$ cat config.mk
export PLATFORM = sky130hd
export DESIGN_NAME = trg_delay_gen
export DESIGN_NICKNAME = d
export VERILOG_FILES = /design/src/rtl/trg_delay_gen.sv
export SDC_FILE = /design/constraint.sdc
export NUM_CORES = 1
export LEC_CHECK = 0
export CORE_UTILIZATION = 40
export DETAILED_ROUTE_END_ITERATION = 8
export HOLD_SLACK_MARGIN = 0.02
export SYNTH_ARGS = -nofsm -noshare
export SYNTH_HDL_FRONTEND = slang
export SYNTH_SLANG_ARGS = --single-unit
$ cat constraint.sdc
create_clock -name CLK -period 10.8 [get_ports CLK]
set_input_delay 2.16 -clock CLK [delete_from_list [all_inputs] [get_ports CLK]]
set_output_delay 2.16 -clock CLK [all_outputs]
set_load 0.05 [all_outputs]
$ cat src/rtl/trg_delay_gen.sv
// Trigger-delay emitter: one-cycle STOP pulse DLY cycles after each START, with a due-time FIFO.
// Optional macro TRG_DELAY_STATS_EN builds the saturating DROP_CNT counter; otherwise DROP_CNT is 0.
module trg_delay_gen #(
  parameter int DW = 8,
  parameter int AW = 3
) (
  input  logic          CLK,
  input  logic          CLR,
  input  logic          HOLDOFF,
  input  logic          START,
  input  logic [DW-1:0] DLY,
  output logic          STOP,
  output logic [AW:0]   PEND,
  output logic          FULL,
  output logic          OVF,
  output logic [7:0]    DROP_CNT
);

  localparam int DEPTH = 2 ** AW;

  logic [DW-1:0] ts;
  logic [DW-1:0] dly_r;
  logic [DW-1:0] dly_eff;
  logic [AW:0]   wr_ptr;
  logic [AW:0]   rd_ptr;
  logic [DW-1:0] due_mem [DEPTH];
  logic          empty;
  logic          pop;
  logic          push;
  logic          drop;

  assign PEND    = wr_ptr - rd_ptr;
  assign empty   = (wr_ptr == rd_ptr);
  assign FULL    = (PEND == (AW+1)'(DEPTH));
  assign dly_eff = (DLY == '0) ? DW'(1) : DLY;

  // A pop frees a slot on the same edge, so a START against a full FIFO is still accepted then.
  assign pop  = !HOLDOFF && !empty && (due_mem[rd_ptr[AW-1:0]] == ts);
  assign push = START && !HOLDOFF && (!FULL || pop);
  assign drop = START && !HOLDOFF && FULL && !pop;

  // NOTE: all state updates use non-blocking assignments so every register samples pre-edge values.
  always_ff @(posedge CLK or posedge CLR) begin
    if (CLR) begin
      ts     <= '0;
      dly_r  <= DW'(1);
      wr_ptr <= '0;
      rd_ptr <= '0;
      STOP   <= 1'b0;
      OVF    <= 1'b0;
    end else begin
      ts <= ts + DW'(1);
      // Reloading only when idle keeps the queued due times monotonic.
      if ((PEND == '0) && !START) dly_r <= dly_eff;
      if (HOLDOFF) begin
        rd_ptr <= wr_ptr;
        STOP   <= 1'b0;
      end else begin
        STOP <= pop;
        if (pop)  rd_ptr <= rd_ptr + (AW+1)'(1);
        if (push) wr_ptr <= wr_ptr + (AW+1)'(1);
      end
      if (drop) OVF <= 1'b1;
    end
  end

  // NOTE: the due-time storage has no reset; an entry is only read after it has been written.
  always_ff @(posedge CLK) begin
    if (push) due_mem[wr_ptr[AW-1:0]] <= ts + dly_r;
  end

`ifdef TRG_DELAY_STATS_EN
  logic [7:0] drop_cnt;

  always_ff @(posedge CLK or posedge CLR) begin
    if (CLR)                              drop_cnt <= 8'h00;
    else if (drop && (drop_cnt != 8'hFF)) drop_cnt <= drop_cnt + 8'h01;
  end

  assign DROP_CNT = drop_cnt;
`else
  assign DROP_CNT = 8'h00;
`endif

endmodule

==> summary.md <==
| Metric | Value |
|---|---|
| Pre-Repair DR Iteration Count | 4 |
| Initial Util | 0.412 |
| Dpl hpwl | 6.29 mm |
| Hold bufs inserted after CTS | 0 |
| Post-CTS setup buffers | 0 |
| Status | finished, final reports clean |
| # IOs | 27 |
| Post-layout nets | 349 |
| Finish-stage setup viols | 0 |
| I/O Buffers | 18 |
| FF-to-FF setup slack | 6.36 ns |
| CTS resizes | 0 |
| Critical Path AT | 3.30 ns |
| Clk buf depth | 2 |
| Grt ovf | 0 |
| CTS tree | done |
| Sequential cell area fraction in the yosys report | 0.608 |
| R2R cell count | 10 |
| Sink Count | 90 |
| Antenna diodes | 0 |
| Core area | 10300 µm² |
| Worst hold path depth | 2 |
| Initial antenna violation count | 0 |
| Post-Syn Instances | 305 |
| WS Path Type | reg2out |
| HP Start | dly_r[0]$_DFFE_PP1P_ |
| CP required | 8.64 ns |
| Synth Warn # | 0 |
| Final Hold Fails | 0 |
| H-Tree Depth | 3 |
| Max_cap viols | 0 |
| Number of vias in the routed layout | 2489 |
| Synth-to-layout area growth | 11.4% |
| Leakage | 1.80 nW |
| Number of synthesized flops with an enable pin | 64 |
| Setup TNS | 0 ns |
| First-pass GRT wire length | 13.8 mm |
| Vias in the first global route | 2506 |
| RSZ-0062 raised after global routing | no |
| Slew Viols, Final | 0 |
| Routed vias/inst | 5.38 |
| Hold WC Path Type | reg2reg |
| Post-synthesis cell type count | 48 |
| Inserted Clock Buffers | 9 |
| Design Power | 0.00137 W |
| GRT Total Usage | 0.173 |
| CP startpoint kind | flop |
| Synth Register Bits | 90 |
| Die height | 105 µm |
| Worst skew pair latency | 0.36 ns |
| Worst R2R End | due_mem[6][3]$_DFFE_PP_ |
| Row cnt | 37 |
| Largest net degree at the start of global routing | 31 |
| Crit-path max FO | 13 |
| Least-Margin Pin Slew | 1.12 ns |
| Drt wl/cell | 18.8 µm |
| Clock skew | 0.00996 ns |
| Most used DFF post-synth | edfxtp_1 |
| Worst slack, placed | 5.14 ns |
| DRT iter0 DRCs | 114 |
| Fill count | 925 |
| Worst Hold End | dly_r[0]$_DFFE_PP1P_ |
| Die span in x | 105 µm |
| Seq. cell area | 2570 µm² |
| DRC Markers | 0 |
| Final min period | 5.46 ns |
| Area of the die | 11000 µm² |
| Setup ws final | 5.34 ns |
| Worst-path clk slew | 0.09 ns |
| Post-Syn Area per Cell | 13.9 µm² |
| Root buf cell | clkbuf_8 |
| Mapped Area | 4230 µm² |
| Layout cells sized above 1 | 0.0948 |
| Max Fclk | 183 MHz |
| Crit. End Element | primary output |
| Asr flop ratio synth | 0.289 |
| Antenna Violating Nets Remaining | 0 |
| Pwr dens | 289 nW/µm² |
| Relative slew margins | 0.250 |
| WL final | 8.70 mm |
| Area of the multi-input gates | 1510 µm² |
| Max IR drop VDD | 0.172 mV |
| Reg2reg start | rd_ptr[2]$_DFFE_PP0P_ |
| GP Congestion | 0.878 |
| Final Cycle Share | 0.506 |
-- cells by family (layout without fill, tap and decap cells) --
| logic type | count (synthesis) | after routing | share of synthesized area |
|---|---|---|---|
| other | 1 | 8 | 0.000886 |
| flip-flops | 90 | 90 | 0.608 |
| adder cells (fa/ha/maj) | 15 | 15 | 0.0479 |
| buffers and inverters | 39 | 54 | 0.0473 |
| multiplexers | 39 | 39 | 0.106 |
| AND/OR/NAND/NOR | 52 | 52 | 0.0644 |
| XOR/XNOR | 21 | 21 | 0.0434 |
| AO/OA/AOI/OAI | 48 | 48 | 0.0822 |
-- cells in the mapped netlist (2+ instances only) --
master / n / area share
nor2_1: 3 / 0.0027
xor2_1: 7 / 0.014
nand2_1: 14 / 0.012
a22oi_1: 12 / 0.021
o22ai_1: 2 / 0.0030
mux2_1: 7 / 0.019
nor2b_1: 3 / 0.0044
mux4_2: 4 / 0.021
buf_4: 9 / 0.016
o21bai_1: 2 / 0.0035
inv_1: 18 / 0.016
nor3_1: 5 / 0.0059
xnor2_1: 14 / 0.029
fa_1: 2 / 0.0095
dfrtp_1: 25 / 0.15
o21ai_1: 2 / 0.0024
nand4_1: 4 / 0.0059
a21oi_1: 12 / 0.014
buf_6: 2 / 0.0053
and3_1: 6 / 0.0089
a21o_1: 5 / 0.0089
nor4_1: 6 / 0.0089
o21ai_0: 2 / 0.0024
clkbuf_1: 4 / 0.0035
nand3_1: 6 / 0.0071
edfxtp_1: 64 / 0.45
buf_2: 4 / 0.0047
and2_1: 2 / 0.0030
mux2i_1: 28 / 0.066
ha_1: 13 / 0.038
-- per-layer routing --
| metal | global-route usage | vias to the layer above | share of wire |
|---|---|---|---|
| li1 | - | 1151 | - |
| met1 | 0.242 | 1240 | 0.47 |
| met2 | 0.263 | 80 | 0.46 |
| met3 | 0.0281 | 18 | 0.046 |
| met4 | 0.0815 | 0 | 0.030 |
| met5 | 0 | - | 0 |
-- cells in the final DEF (no fill, tap or decap), drive strengths merged, types with 3 or more instances in the layout --
cell,n
nor2b,3
nor3,5
mux4,4
mux2i,28
a22oi,12
nand4,4
nor2,3
a211oi,3
clkbuf,9
dfrtp,25
o21ai,4
clkdlybuf4s50,18
a21o,5
conb,8
inv,21
nand2,14
nand3,6
clkinv,4
a21oi,13
and3,6
xnor2,14
ha,13
edfxtp,64
nor4,6
mux2,7
xor2,7
-- power by group --
group	switching (W)	total [W]	internal (W)	leakage (nW)
clock network	0.000121	0.000230	0.000109	0.105
logic	0.000391	0.000597	0.000205	0.800
registers	0.0000493	0.000538	0.000489	0.894
-- final cells by class --
cell class | instances | share of cell area
Clock inverter | 7 | 0.0164
Inverter | 19 | 0.0151
Clock buffer | 9 | 0.0263
Tap cell | 136 | 0.0361
Sequential cell | 90 | 0.546
Timing Repair Buffer | 19 | 0.0398
Multi-Input combinational cell | 183 | 0.321
-- critical path: stages (launching register included) --
cell and delay, ns:
dfrtp_1 0.68, inv_1 0.18, ha_1 0.32, a21o_1 0.15
a21oi_1 0.17, xnor2_1 0.17, and4_1 0.40, clkdlybuf4s50_1 0.86
-- sequential cells by signal, indices dropped and copies added (netlist names) --
| signal | count |
|---|---|
| due_mem | 64 |
| ts | 8 |
| wr_ptr | 4 |
| dly_r | 8 |
| STOP | 1 |
| rd_ptr | 4 |
| OVF | 1 |
-- through the flow --
step                instance area, µm²   util  instances  hold slack (ns)
finish                            4720  0.459        463            0.473
detailed placement                4510  0.439        447            0.462
floorplan                         4260      -        312            0.446
global route                      4720  0.459        463            0.492
global placement                  4510  0.439        447            0.460
CTS                               4720  0.459        463            0.476
-- how the worst max path moves through the flow --
stage | start | to | slack, ns | cells past startpoint
after floorplan | rd_ptr[1]$_DFFE_PP0P_ | FULL | 5.81 | 8
after global placement | HOLDOFF | due_mem[6][0]$_DFFE_PP_ | 5.30 | 7
after detailed placement | HOLDOFF | due_mem[6][7]$_DFFE_PP_ | 5.14 | 7
after CTS | rd_ptr[2]$_DFFE_PP0P_ | FULL | 5.33 | 7
after global routing | rd_ptr[1]$_DFFE_PP0P_ | FULL | 5.12 | 7
final | rd_ptr[1]$_DFFE_PP0P_ | FULL | 5.34 | 7
No activity file was read; power rests on OpenSTA's default activity.
